File: src/rtl/rip_config.sv
// Shared configuration for the RIP core: reset PC, machine-mode CSR
// addresses, trap cause codes and the CSR/trap sequencer enums.
package rip_config;

    localparam int unsigned RIP_XLEN = 32;

    localparam logic [31:0] START_ADDR          = 32'h0000_8000;
    localparam logic [31:0] MTVEC_RESET_DEFAULT = START_ADDR;

    localparam logic [11:0] CSR_MTVEC  = 12'h305;
    localparam logic [11:0] CSR_MEPC   = 12'h341;
    localparam logic [11:0] CSR_MCAUSE = 12'h342;

    localparam logic [3:0] CAUSE_ILLEGAL_INST = 4'd2;
    localparam logic [3:0] CAUSE_ECALL_M      = 4'd11;

    typedef enum logic [1:0] {
        CSR_OP_RSVD = 2'b00,
        CSR_OP_RW   = 2'b01,
        CSR_OP_RS   = 2'b10,
        CSR_OP_RC   = 2'b11
    } csr_op_e;

    typedef enum logic {
        ST_IDLE     = 1'b0,
        ST_REDIRECT = 1'b1
    } trap_state_e;

    // Only the three machine-mode trap CSRs exist in this core.
    function automatic logic csr_addr_legal(input logic [11:0] addr);
        return (addr == CSR_MTVEC) || (addr == CSR_MEPC) || (addr == CSR_MCAUSE);
    endfunction

endpackage

File: src/rtl/rip_csr_trap.sv
// Machine-mode CSR file (mtvec/mepc/mcause) and trap/mret redirect sequencer.
//
//  state       | meaning
//  ------------+-------------------------------------------------------------
//  ST_IDLE     | accepting CSR ops, traps and mret from execute
//  ST_REDIRECT | redirect pulse to fetch is out; all inputs ignored, busy=1
import rip_config::*;

module rip_csr_trap #(
    parameter int unsigned      XLEN        = RIP_XLEN,
    parameter logic [XLEN-1:0]  MTVEC_RESET = XLEN'(MTVEC_RESET_DEFAULT)
) (
    input  logic            clk,
    input  logic            rst,
    input  logic            csr_valid,
    input  logic [1:0]      csr_op,
    input  logic [11:0]     csr_addr,
    input  logic [XLEN-1:0] csr_wdata,
    output logic [XLEN-1:0] csr_rdata,
    input  logic [XLEN-1:0] inst_pc,
    input  logic            ecall,
    input  logic            exc_valid,
    input  logic [3:0]      exc_cause,
    input  logic            mret,
    output logic            redirect,
    output logic [XLEN-1:0] redirect_pc,
    output logic            busy
);

    // mtvec and mepc are word aligned; bits [1:0] never hold a one.
    localparam logic [XLEN-1:0] ALIGN_MASK = {{(XLEN-2){1'b1}}, 2'b00};

    trap_state_e     state;
    trap_state_e     state_next;

    logic [XLEN-1:0] mtvec;
    logic [XLEN-1:0] mepc;
    logic [XLEN-1:0] mcause;

    logic [XLEN-1:0] wr_val;
    logic            illegal;
    logic            take_trap;
    logic            take_mret;
    logic            do_write;
    logic [3:0]      trap_cause;

    assign busy = (state == ST_REDIRECT);

    // Read mux: old value of the addressed CSR, independent of csr_valid.
    always_comb begin
        csr_rdata = '0;
        case (csr_addr)
            CSR_MTVEC:  csr_rdata = mtvec;
            CSR_MEPC:   csr_rdata = mepc;
            CSR_MCAUSE: csr_rdata = mcause;
            default:    csr_rdata = '0;
        endcase
    end

    // Write-data ALU: new value from the old value and the operand.
    always_comb begin
        wr_val = csr_rdata;
        case (csr_op_e'(csr_op))
            CSR_OP_RW: wr_val = csr_wdata;
            CSR_OP_RS: wr_val = csr_rdata | csr_wdata;
            CSR_OP_RC: wr_val = csr_rdata & ~csr_wdata;
            default:   wr_val = csr_rdata;
        endcase
    end

    // Request arbitration and next state: illegal > ecall > exc > mret > write.
    always_comb begin
        illegal    = 1'b0;
        take_trap  = 1'b0;
        take_mret  = 1'b0;
        do_write   = 1'b0;
        trap_cause = CAUSE_ILLEGAL_INST;
        state_next = state;

        case (state)
            ST_IDLE: begin
                illegal = csr_valid &&
                          ((csr_op_e'(csr_op) == CSR_OP_RSVD) || !csr_addr_legal(csr_addr));
                if (illegal) begin
                    take_trap  = 1'b1;
                    trap_cause = CAUSE_ILLEGAL_INST;
                end else if (ecall) begin
                    take_trap  = 1'b1;
                    trap_cause = CAUSE_ECALL_M;
                end else if (exc_valid) begin
                    take_trap  = 1'b1;
                    trap_cause = exc_cause;
                end else if (mret) begin
                    take_mret  = 1'b1;
                end else if (csr_valid) begin
                    do_write   = 1'b1;
                end

                if (take_trap || take_mret) begin
                    state_next = ST_REDIRECT;
                end
            end
            ST_REDIRECT: begin
                state_next = ST_IDLE;
            end
            default: begin
                state_next = ST_IDLE;
            end
        endcase
    end

    // State, CSRs and the registered redirect pulse/target.
    always_ff @(posedge clk or posedge rst) begin
        if (rst) begin
            state       <= ST_IDLE;
            mtvec       <= MTVEC_RESET & ALIGN_MASK;
            mepc        <= '0;
            mcause      <= '0;
            redirect    <= 1'b0;
            redirect_pc <= '0;
        end else begin
            state    <= state_next;
            redirect <= take_trap || take_mret;

            if (take_trap) begin
                redirect_pc <= mtvec;
                mepc        <= inst_pc & ALIGN_MASK;
                mcause      <= {{(XLEN-4){1'b0}}, trap_cause};
            end else if (take_mret) begin
                redirect_pc <= mepc;
            end else if (do_write) begin
                case (csr_addr)
                    CSR_MTVEC:  mtvec  <= wr_val & ALIGN_MASK;
                    CSR_MEPC:   mepc   <= wr_val & ALIGN_MASK;
                    CSR_MCAUSE: mcause <= wr_val;
                    default:    ;
                endcase
            end
        end
    end

endmodule

File: config.mk
export PLATFORM = sky130hd
export DESIGN_NAME = rip_csr_trap
export DESIGN_NICKNAME = d
export VERILOG_FILES = /design/src/rtl/rip_config.sv /design/src/rtl/rip_csr_trap.sv
export SDC_FILE = /design/constraint.sdc
export NUM_CORES = 1
export LEC_CHECK = 0
export BUFFER_PORTS_ARGS = -buffer_cell sky130_fd_sc_hd__buf_4
export CORE_AREA = 2 2 104 181
export DETAILED_ROUTE_END_ITERATION = 16
export DIE_AREA = 0 0 106 183
export GPL_ROUTABILITY_DRIVEN = 0
export SYNTH_ARGS = -nofsm -noshare
export SYNTH_HDL_FRONTEND = slang
export SYNTH_SLANG_ARGS = --single-unit
File: constraint.sdc
create_clock -name clk -period 6.34 [get_ports clk]
set_clock_uncertainty 0.15 [all_clocks]
set_input_delay 0.951 -clock clk [delete_from_list [all_inputs] [get_ports clk]]
set_output_delay 0.951 -clock clk [all_outputs]
set_load 0.005 [all_outputs]
==> results of run 1 <==
[worst min-delay path by stage]
stage	slack, ns	startpoint	cells after the start	endpoint
3_5_place_dp	0.32	mcause[19]$_DFFE_PP0P_	2	mcause[19]$_DFFE_PP0P_
4_1_cts	0.33	mcause[29]$_DFFE_PP0P_	2	mcause[29]$_DFFE_PP0P_
3_3_place_gp	0.31	mcause[13]$_DFFE_PP0P_	2	mcause[13]$_DFFE_PP0P_
6_report	0.33	mcause[27]$_DFFE_PP0P_	2	mcause[27]$_DFFE_PP0P_
2_1_floorplan	0.30	mcause[11]$_DFFE_PP0P_	2	mcause[11]$_DFFE_PP0P_
5_1_grt	0.36	mcause[29]$_DFFE_PP0P_	2	mcause[29]$_DFFE_PP0P_
[through the flow]
stage          total power (µW)  worst slack [ns]  instances  area [µm²]
2_1_floorplan              1166             1.941        762        7017
3_3_place_gp               1341             1.975       1095        8304
3_5_place_dp               1347             1.978       1095        8304
4_1_cts                    2468             1.991       1127        8979
5_1_grt                    2546             1.893       1127        8979
6_report                   2454             1.944       1127        8979
[cell type report]
cell class                 instances  area (µm²)
fill                            1733        8995
multi-input combinational        539        3538
sequential                       124        3104
timing repair buffer             166        1246
clock buffer                      21       460.4
tap                              234       292.8
clock inverter                    11       214.0
inverter                          32       122.6
[per-layer routing]
metal  routed length (µm)  GRT usage (%)  vias up  part of all wire [%]
met5                    0              0        -                     0
met3                 1043          3.767       23                   4.3
met4                  480          8.053        0                   2.0
met2                13060          45.45      209                    53
li1                     -              -     3005                     -
met1                 9883          30.96     3280                    40
[cell usage after synthesis, types with 2 or more instances]
library cell,number
dfrtp_1,123
nand2_1,99
o22a_1,60
o21ai_0,52
clkbuf_1,42
nand3_1,36
a21oi_1,34
inv_1,32
o211ai_1,29
mux2i_1,26
a22o_1,19
buf_2,19
and2_1,18
nor2_1,17
nor3b_1,15
o2bb2ai_1,15
xor2_1,13
a32oi_1,11
o22ai_1,11
and2_0,10
o21ai_1,9
and3b_1,7
nor2b_1,6
or3_1,6
mux2_1,5
nand2b_1,5
nor3_1,5
a2111oi_2,3
buf_1,3
buf_4,3
and4bb_1,2
xnor2_1,2
[worst max-delay path, delay by kind of cell]
family | cells | cell delay (ns)
compound gates | 1 | 0.32
simple gates | 3 | 1.70
buf+inv | 2 | 0.32
[sequential cells by signal, indices dropped and copies added, names as in the netlist]
name,flops
mepc,30
redirect,1
busy,1
mtvec,30
mcause,32
redirect_pc,30
[report_power, final]
| part | internal, µW | leakage, µW | total [µW] | switching, µW |
|---|---|---|---|---|
| clock network | 757 | 0.000323 | 1120 | 363 |
| logic | 170 | 0.00226 | 400 | 230 |
| registers | 870 | 0.00140 | 933 | 63.6 |
| total | 1800 | 0.00398 | 2450 | 657 |
[logic make-up after synthesis]
kind of cell           share of synthesized area, %
AO/OA/AOI/OAI                                 25.87
AND/OR/NAND/NOR                               17.47
flip-flops                                    44.26
buffers and inverters                         5.798
multiplexers                                  4.674
XOR/XNOR                                      1.873
other                                       0.05347
==> flow_results.org, run 1 <==
** Final layout
- For this run, the share of the core covered by cells in the final layout is roughly half.
- The library cells used most frequently in the layout, excluding fill and tap cells, are buf_4, dfrtp_1, nand2_1.
- Leaving out fill and tap cells, the most frequent cell in the layout is buf_4.
- Area delta synth->final :: 28.03%
- Antenna cells :: 0
- Fraction of layout cells with a size suffix above 1 :: a little under a quarter
- Nets :: slightly below 1000

** Synthesis
- Number of distinct library cells after synthesis :: 56
- Cell count after synthesis :: about 760
- Synth Flop Type :: dfrtp_1
- Counting flops with an async set or reset pin after synthesis yields a share of between 90% and 100%.
- Area share of the largest cell type after synthesis :: a little over two fifths
- Yosys printed 0 warnings.
- EDFF count, synth :: 0
- Sequential elements use 44.26% of the synthesized area.
- In this run, synthesis produced a sequential element count of 124.
- The biggest area contributor in the post-synthesis netlist is dfrtp_1.
- After synthesis, the cell types taking the most area are dfrtp_1, o22a_1, nand2_1.
- The synthesized netlist occupies a cell area of between 0.007 and 0.008 mm².
- After synthesis, the mean cell area works out to around 9.2 µm².

** Setup path
- Critical path capture point :: csr_rdata[24]
- The worst setup path is launched from a primary input.
- Data on the critical path arrives at its endpoint at 3.29 ns.
- Depth of the worst register-to-register path :: 4
- Cell type with the highest occurrence count on the critical path :: buf_4
- Worst setup path class :: in2out
- Data required time of the worst path :: ~5.2 ns
- Traced cell by cell, the critical path runs through buf_4 > and4bb_1 > and2_1 > nand2_1 > a21oi_1 > buf_4.
- Biggest cell delay along the critical path :: about 0.95 ns
- Worst R2R Setup Slack :: 3.45 ns
- R2r startpoint :: busy$_DFF_PP0_
- The worst register-to-register path ends at mcause[3]$_DFFE_PP0P_.
- Critical Path Slowest Stage Cell :: and2_1
- Critical path endpoint category :: output pin
- The most critical setup path has its startpoint at csr_addr[2].
- Top fanout value on the critical path :: 25

** Clocking
- The clock passes through at most 2 buffers.
- TritonCTS built the clock tree.
- Clock tree synthesis inserted a total of 17 buffers.
- Clock network latency to the later pin of the worst-skew pair :: 0.42 ns
- Root Buffer :: clkbuf_16
- Clock tree synthesis found a total of 124 sinks.
- Htree depth :: 4
- After clock tree synthesis, the flow added hold-fix buffers numbering 0.
- Post-cts resize count :: 0
- Clock-pin slew reported for the worst setup and hold paths after clock tree synthesis :: 0.06 ns
- Once the clock tree was built, the setup fixing pass inserted 0 buffers.

** Die
- Overall die area :: 0.01940 mm²
- Total number of placement rows :: 65
- Top Ports :: approximately 150
- CORE AREA :: ~0.018 mm²
- Die Span X :: around 110 µm
- Die height :: 183 µm
- Starting utilization of the core area :: 39.02%

** Timing
- Setup total negative slack on the finished layout was measured at 0 ns.
- For the pin with the worst max-slew slack, the measured transition is ~1.1 ns.
- After layout, the worst path uses a little over two thirds of the clock period.
- The number of slew-limit violations in the final report came to 0.
- Relative slew slack :: a little under a quarter
- Crit path time final :: approximately 4.4 ns
- RSZ-0062 raised after global routing :: no
- Highest Clock Rate :: 0.2275 GHz
- The count of final hold-check violations was 0.
- Hold WS :: approximately 0.33 ns
- Setup violations remaining at the end of the flow were counted as 0.

** Placed design
- In this run the tool buffered the top-level ports with approximately 150 buffer cells.
- Summed over all nets, the half-perimeter wirelength after detailed placement is 15640 µm.

** Global route
- Total routing resource utilization after global routing :: 25.30%
- The via count of the first global-routing pass was about 6500.
- Maximum number of pins on one net before global-route repair :: 71
- The first global-routing pass estimated 37200 µm of wire.
- After global routing the overflow that remains totals 0.
- Antenna violations before repair :: 0

** Worst hold path
- Path category of the worst min-delay check :: reg2reg

** Routing
- Residual DRC :: 0
- The detail route stage leaves a number of antenna-violating nets equal to 0.
- Dividing the detail-routed wire length by the instance count gives ~22 µm.
- TritonRoute pass-1 iters :: 7
- The final layout contains routed wiring with a total length of 24470 µm.
- For this block, the via count after detailed routing is 6517.
- For this block, the initial DRC count from the detailed router was 513.
- Routed vias/inst :: 5.783

** Job
- Maximum Capacitance Violations :: 0

** Status
- Outcome :: completed

** Power and ir drop
- Maximum resistive drop on vdd :: 0.1583 mV
- The analysis attributes to cell leakage a power of between 0.003 and 0.004 µW.
- Areal power density over the cells :: ~270 mW/mm²
Power figures use the tool's default switching activity.
==> run 2: changes to the inputs <==
clock period = 3.9 ns   (was 6.34 ns; I/O delays follow)
==> run 2 against run 1 <==
Effect of this change:
- highest routed layer unchanged
- non-clock buffer count grew 11
- critical path depth stayed put
- cell count increased by 0.98%
- clock-buffer cell count increased by 1
- wire length is 0.29% lower
- total power rose by 58%
- global-route usage is 0.20 points higher
- first-iteration DRC count is 40% lower
- utilization increased by 0.40 points
- combinational power increased by 68%
- worst hold slack lost 0.28 ns
- sequential cell count unchanged
==> flow_results.org, run 2 (synthesized netlist as in run 1, its figures left out) <==
** Global route
- Across every metal layer, demand over resource in global routing totals approximately 26%.
- The total overflow left after global routing is 0.
- The via count of the first global-routing pass was around 6600.
- The first global-routing pass estimated 37560 µm of wire.
- Entering global routing, the biggest net connects between 60 and 70 pins.
- The initial antenna violation count came to 0.

** Final layout
- Most common cell after layout, fill and taps aside :: buf_4
- Fraction of layout cells with a size suffix above 1 :: approximately a quarter
- Number of cells in the finished layout apart from fillers :: around 1100
- The number of antenna diodes in the final layout is 0.
- mcause holds more flip-flops than any other register.
- The top cell types in the final layout, fill and taps aside, are buf_4, dfrtp_1, nand2_1.
- The area growth from synthesis to layout is 29.06%.
- The register with the most flip-flops in the layout has 32 of them.
- Nets :: ~980

** Clocking
- Number of post-CTS setup repair buffers :: 0
- After clock tree synthesis, the repair step resized 0 gates.
- Htree depth :: 4
- At the later pin of the worst-skew pair, clock insertion delay measures between 0.4 and 0.5 ns.
- The clock passes through at most 2 buffers.
- TritonCTS built the clock tree.
- Root Buffer :: clkbuf_16
- For this design, the sink count on the clock tree is approximately 120.
- Buffers inserted during clock tree synthesis total 17.
- Hold repair after CTS inserted 0 buffers.
- Clock-pin slew was measured on the worst setup and hold paths at 0.06 ns.

** Power and ir drop
- Cell Int Power :: between 2000 and 3000 µW
- Share of power burned in the clock network :: a little over two fifths
- Net switching is 27.66% of the power.
- Summed over all cells, the static leakage comes to approximately 0.004 µW.
- VDD sags by at most roughly 0.23 mV.
- Switching power summed over all nets :: around 1100 µW
- Areal power density over the cells :: 429.2 mW/mm²
- Sequential share of power :: between 30% and 40%
- Combinational group share of total power :: around 17%

** Worst hold path
- The worst hold path belongs to the class in2async.

** Setup path
- For the worst setup path, the data required time is about 3.2 ns.
- The critical path is of the in2out type.
- On the critical path, the stage with the largest delay is an instance of a2111oi_2.
- By instance count, the cell type seen most on the critical path is buf_4.
- The signal on the critical path passes through buf_4 > nor4b_4 > buf_4 > o21ai_0 > a2111oi_2 > buf_4.
- For the worst setup path, the data arrival time is 2.48 ns.
- Critical path endpoint category :: output pin
- Buffering stage count on the worst path with inverters included :: 3
- Startpoint type of the worst setup path :: primary input
- Top fanout value on the critical path :: 32
- For this run, the slowest stage of the critical path takes roughly 0.48 ns.
- CP delay by family, top :: compound AO/OA/AOI/OAI gates

** Timing
- RSZ-0062 raised after global routing :: no
- Across all setup checks in the final design, the least slack found is ~0.7 ns.
- Final-report setup violation count :: 0
- Highest Clock Rate :: ~0.31 GHz
- Count of final hold-check violations :: 0
- Hold WS :: slightly below 0.05 ns
- Fin crit share :: 82.34%
- Relative slew slack :: a little over two fifths
- Summed over all failing endpoints, the final setup total negative slack is 0 ns.
- The smallest clock period supported by the final layout is computed as about 3.2 ns.
- Count of pins over their slew limit :: 0
- For the pin with the worst max-slew slack, the measured transition is 0.8582 ns.

** Die
- The floorplan step defined a die boundary enclosing around 0.019 mm².
- The core region is roughly 0.018 mm².
- Top Ports :: approximately 150
- In this run the vertical extent of the chip is between 150 and 200 µm.
- The initial utilization of the core area, before any placement, comes to between 30% and 40%.
- The floorplan step set the die width to between 100 and 150 µm.
- In this run the core area contains 65 standard-cell rows.

** Placed design
- Detailed placement finished with a half-perimeter wire length of 16040 µm.
- After detailed placement, the design holds a cell count of between 1000 and 1500.
- Worst-case setup slack after placement :: between 0.6 and 0.7 ns
- The count of buffers added on input and output ports is around 150.

** Routing
- For this run, design rule violations remaining after detail routing come to 0.
- After the first detailed-routing iteration, the DRC count stood at about 300.
- The detail route stage leaves a number of antenna-violating nets equal to 0.
- In the final routed layout, each cell accounts on average for roughly 21 µm.
- Summing over every cut layer, the via total after detailed routing is 6566.
- Routed vias/inst :: 5.770
- TritonRoute pass-1 iters :: 4
- Total length of routed wires :: 24400 µm

** Status
- The run finished with clean final reports.

** Job
- The tool flagged a number of max-cap violations equal to 0.
==> run 2: cell count changes in the layout (fill, tap and decap cells not counted), sizes merged <==
cell / before / now
buf: 166 / 177
clkinvlp: 2 / 3
inv: 32 / 31
clkbuf: 21 / 22
clkinv: 3 / 4
bufinv: 6 / 4
==> run 2: final cells by class <==
cell class | count | area (µm²)
inverter | 32 | 123.9
timing repair buffer | 177 | 1354
sequential | 124 | 3104
clock inverter | 10 | 166.4
tap | 234 | 292.8
multi-input combinational | 539 | 3546
clock buffer | 22 | 464.2
fill | 1768 | 8922
==> run 2: power by group through the flow <==
stage               clock [µW]  combinational (µW)  sequential, µW
floorplan                    0                 389            1510
global placement             0                 663            1540
detailed placement           0                 670            1540
CTS                       1710                 673            1520
global route              1780                 731            1530
finish                    1700                 672            1520
==> run 2: worst paths after layout <==
kind                                         from                     endpoint  slack [ns]  cells after the start
setup / recovery                      csr_addr[1]                csr_rdata[28]        0.69                      6
hold / removal                                rst  redirect_pc[29]$_DFFE_PP0P_        0.05                      2
setup reg to reg                   busy$_DFF_PP0_         mepc[28]$_DFFE_PP0P_        1.40                      6
hold reg to reg            mcause[27]$_DFFE_PP0P_       mcause[27]$_DFFE_PP0P_        0.33                      2
max in group asynchronous                     rst       mcause[11]$_DFFE_PP0P_        2.67                      3
min in group clk                       inst_pc[9]          mepc[9]$_DFFE_PP0P_        0.25                      3
==> run 2: metal layers <==
metal  up-vias  routed length (µm)  global-route usage, %
met5         -                   0                      0
met4         0                 799                  10.95
met3        48                1099                  3.198
met2       236               12720                  45.52
met1      3254                9781                  30.61
li1       3028                   -                      -
==> run 2: through the flow <==
| step | total power [µW] | instance area, µm² | utilization [%] |
|---|---|---|---|
| final | 3884 | 9051 | 50.36 |
| after global placement | 2199 | 8421 | 46.85 |
| after detailed placement | 2208 | 8421 | 46.85 |
| after floorplan | 1896 | 7020 | - |
| after CTS | 3903 | 9051 | 50.36 |
| after global routing | 4042 | 9051 | 50.36 |
==> run 3: changes to the inputs <==
ABC_AREA = 1   (was unset)
CORE_AREA = 2 2 104 182   (was 2 2 104 181)
DIE_AREA = 0 0 106 184   (was 0 0 106 183)
clock period = 2.9 ns   (was 3.9 ns; I/O delays follow)
==> run 3 against run 2 <==
Effect of this change:
- the flow now finishes with violations (hold timing)
- worst hold slack worse by 0.052 ns
- total power up 39%
- utilization up 0.15 points
- area after synthesis up 1.8%
- worst setup slack worse by 0.38 ns
- final area up 0.29%
- die area up 0.55%
- clock power up 29%
- first-iteration DRC count up 26%
- sequential cell count unchanged
- non-clock buffer count up 7
- critical path depth up 5
- largest cell class unchanged
- highest routed layer unchanged
==> flow_results.org, run 3 <==
** Status
- Outcome :: finished with violations
- Violated checks :: hold timing

** Setup path
- Critical path endpoint category :: output pin
- Data required time of the worst path :: 2.32 ns
- Along the worst path, the maximum fanout reaches 17.
- Data arrival time of the worst path :: about 2.0 ns
- STA classifies the critical path startpoint as a primary input.
- The critical path is of the in2out type.

** Final layout
- Antenna cells :: 0
- Number of cells in the finished layout apart from fillers :: about 1400
- Number of flip-flops under the largest register name :: 32
- The library cells used most frequently in the layout, excluding fill and tap cells, are nand2_1, nand3_1, buf_4.
- Nets :: about 1200
- Area delta synth->final :: 27.12%
- Counting the fill cells in the layout gives between 1500 and 2000.
- The library cell used most frequently in the layout, excluding fill and tap cells, is nand2_1.
- More flip-flops sit in one register than any other, and that register is mcause.
- Fraction of layout cells with a size suffix above 1 :: about 22%

** Synthesis
- Synth Flop Type :: dfrtp_1
- In this run the biggest area consumer among cell types represents between 40% and 50% of the synthesized area.
- By count the netlist is led by nand2_1, nand3_1, dfrtp_1, o21ai_0, buf_2.
- Number of distinct library cells after synthesis :: 25
- Number of synthesized register bits :: 124
- Cells taking the most area after synthesis :: dfrtp_1, nand2_1, nand3_1
- The share of the Yosys chip area taken by registers is a little over two fifths.
- Averaged over all synthesized cells, the footprint is 7.077 µm².
- In the synthesized netlist the async set-or-reset flop fraction comes to 100.0%.
- Post-Synthesis Cell Area :: just over 0.007 mm²
- Counting flops with a built-in enable in the synthesized netlist gives 0.
- Most numerous cell in the Yosys netlist :: nand2_1
- Yosys printed 0 warnings.
- The largest total area in the synthesized netlist belongs to dfrtp_1.
- Synthesis handed over a netlist of between 1000 and 1500 instances.

** Timing
- RSZ-0062 raised after global routing :: no
- Setup violations remaining at the end of the flow were counted as 0.
- Crit path time final :: between 2 and 3 ns
- Final hold analysis gives a worst-case slack of -0.002743 ns.
- Setup slack on the critical path of the routed design comes to 0.3134 ns.
- Count of final hold-check violations :: 2
- Count of pins over their slew limit :: 0
- Summed negative setup slack over all endpoints :: 0 ns
- Derived from the worst setup path, the maximum achievable clock frequency is around 0.39 GHz.
- Pin slew with the least headroom to its limit :: 0.8980 ns
- Relative slew slack :: 40.05%
- After layout, the worst path uses 89.19% of the clock period.

** Die
- Total number of placement rows :: 65
- The region available for standard cell placement spans approximately 0.018 mm².
- 154 I/O pins were placed.
- Die height :: ~180 µm
- The floorplan step defined a die boundary enclosing around 0.020 mm².
- The initial utilization of the core area, before any placement, comes to 39.73%.
- Die Span X :: ~110 µm

** Clocking
- Root Buffer :: clkbuf_16
- The clock reaches the later pin of the worst-skew pair after between 0.4 and 0.5 ns.
- After clock tree synthesis, the setup repair step added 0 buffers.
- CTS tree :: built
- Hold buffer count at CTS :: 0
- Buffer depth of the longest clock path :: 2
- In this run the number of H-tree levels came out at 4.
- Gates resized during post-CTS repair numbered 0.
- Number of buffers added by the clock tree synthesis step :: 17
- The clock net in this run drives a total of about 120 sinks.
- Clock-pin slew was measured on the worst setup and hold paths at about 0.06 ns.

** Power and ir drop
- For this design the static power due to leakage is 0.004916 µW.
- For this design the ratio of total power to cell area is 593.8 mW/mm².
- IR analysis of the VDD net gives a maximum drop of approximately 0.31 mV.
- Total power draw :: 5390 µW

** Routing
- Routed vias/inst :: around 5.2
- TritonRoute pass-1 iters :: 4
- Dividing the detail-routed wire length by the instance count gives ~18 µm.
- In this run the remaining antenna-violating nets after routing total 0.
- Total length of routed wires :: between 20000 and 25000 µm
- Drt initial violations :: around 390
- After detailed routing, the number of remaining DRC violations is 0.
- The routed layout has approximately 7300 vias.

** Global route
- Number of global-route vias before repair :: approximately 7000
- Entering global routing, the biggest net connects 99 pins.
- Summed over all layers, the global routing overflow is 0.
- Total routing resource utilization after global routing :: between 20% and 30%
- The initial antenna violation count was 0.
- First-pass GRT wire length :: around 38000 µm

** Placed design
- OpenSTA, run right after detailed placement, puts the worst setup slack at 0.1722 ns.
- Number of cells after detailed placement :: around 1400
- The count of buffers added on input and output ports is around 150.
- Detailed placement finished with a half-perimeter wire length of between 15000 and 20000 µm.

** Job
- The tool flagged a number of max-cap violations equal to 0.

** Worst hold path
- Path category of the worst min-delay check :: in2async
run 3: final timing paths:
kind	from	to	slack, ns	cells past startpoint
min in group clk	inst_pc[14]	mepc[14]$_DFFE_PP0P_	0.08	3
worst min register to register	redirect_pc[30]$_DFFE_PP0P_	redirect_pc[30]$_DFFE_PP0P_	0.33	2
worst max-delay path	csr_addr[1]	csr_rdata[18]	0.31	11
worst min-delay path	rst	redirect$_DFF_PP0_	-0.003	3
worst max register to register	busy$_DFF_PP0_	mcause[22]$_DFFE_PP0P_	0.86	8
max in group asynchronous	rst	mtvec[2]$_DFFE_PP0P_	2.10	3
run 3: cells by family after synthesis:
logic type,count (synthesis),synth area share (%)
buf+inv,99,7.535
flops,124,43.47
other cells,1,0.05252
simple gates,751,46.50
compound gates,34,2.436
run 3: metal layers:
metal	vias to the layer above	part of all wire, %	global-route usage, %
met5	-	0	0
met4	0	5.0	13.53
met3	54	4.4	2.659
met2	240	52	46.25
met1	3456	39	29.51
li1	3536	-	-
run 3: report_power, final:
part / leakage (µW) / switching, µW / total [µW] / internal (µW)
Clock: 0.000289 / 807 / 2200 / 1390
Sequential: 0.00165 / 180 / 2130 / 1950
Combinational: 0.00298 / 642 / 1060 / 419
Total: 0.00492 / 1630 / 5390 / 3760
run 3: layout make-up:
class,count,area (µm²),area share [%]
Sequential cell,124,3104,34.20
Multi-Input combinational cell,787,3507,38.64
Clock inverter,11,141.4,1.558
Tap cell,234,292.8,3.225
Timing Repair Buffer,184,1444,15.91
Clock buffer,21,460.4,5.072
Inverter,33,127.6,1.406
run 3: worst max-delay path, cell delays in order:
cell     delay (ns)
buf_4          0.12
inv_2          0.05
nand2_1        0.06
nor2_1         0.29
buf_4          0.22
nand2_1        0.09
inv_1          0.09
buf_4          0.25
nand2_1        0.09
nand3_1        0.16
buf_4          0.14
run 3: through the flow:
stage / util [%] / area [µm²]
after floorplan: - / 7148
after global placement: 47.16 / 8476
after detailed placement: 47.16 / 8476
after CTS: 50.50 / 9077
after global routing: 50.50 / 9077
final: 50.50 / 9077
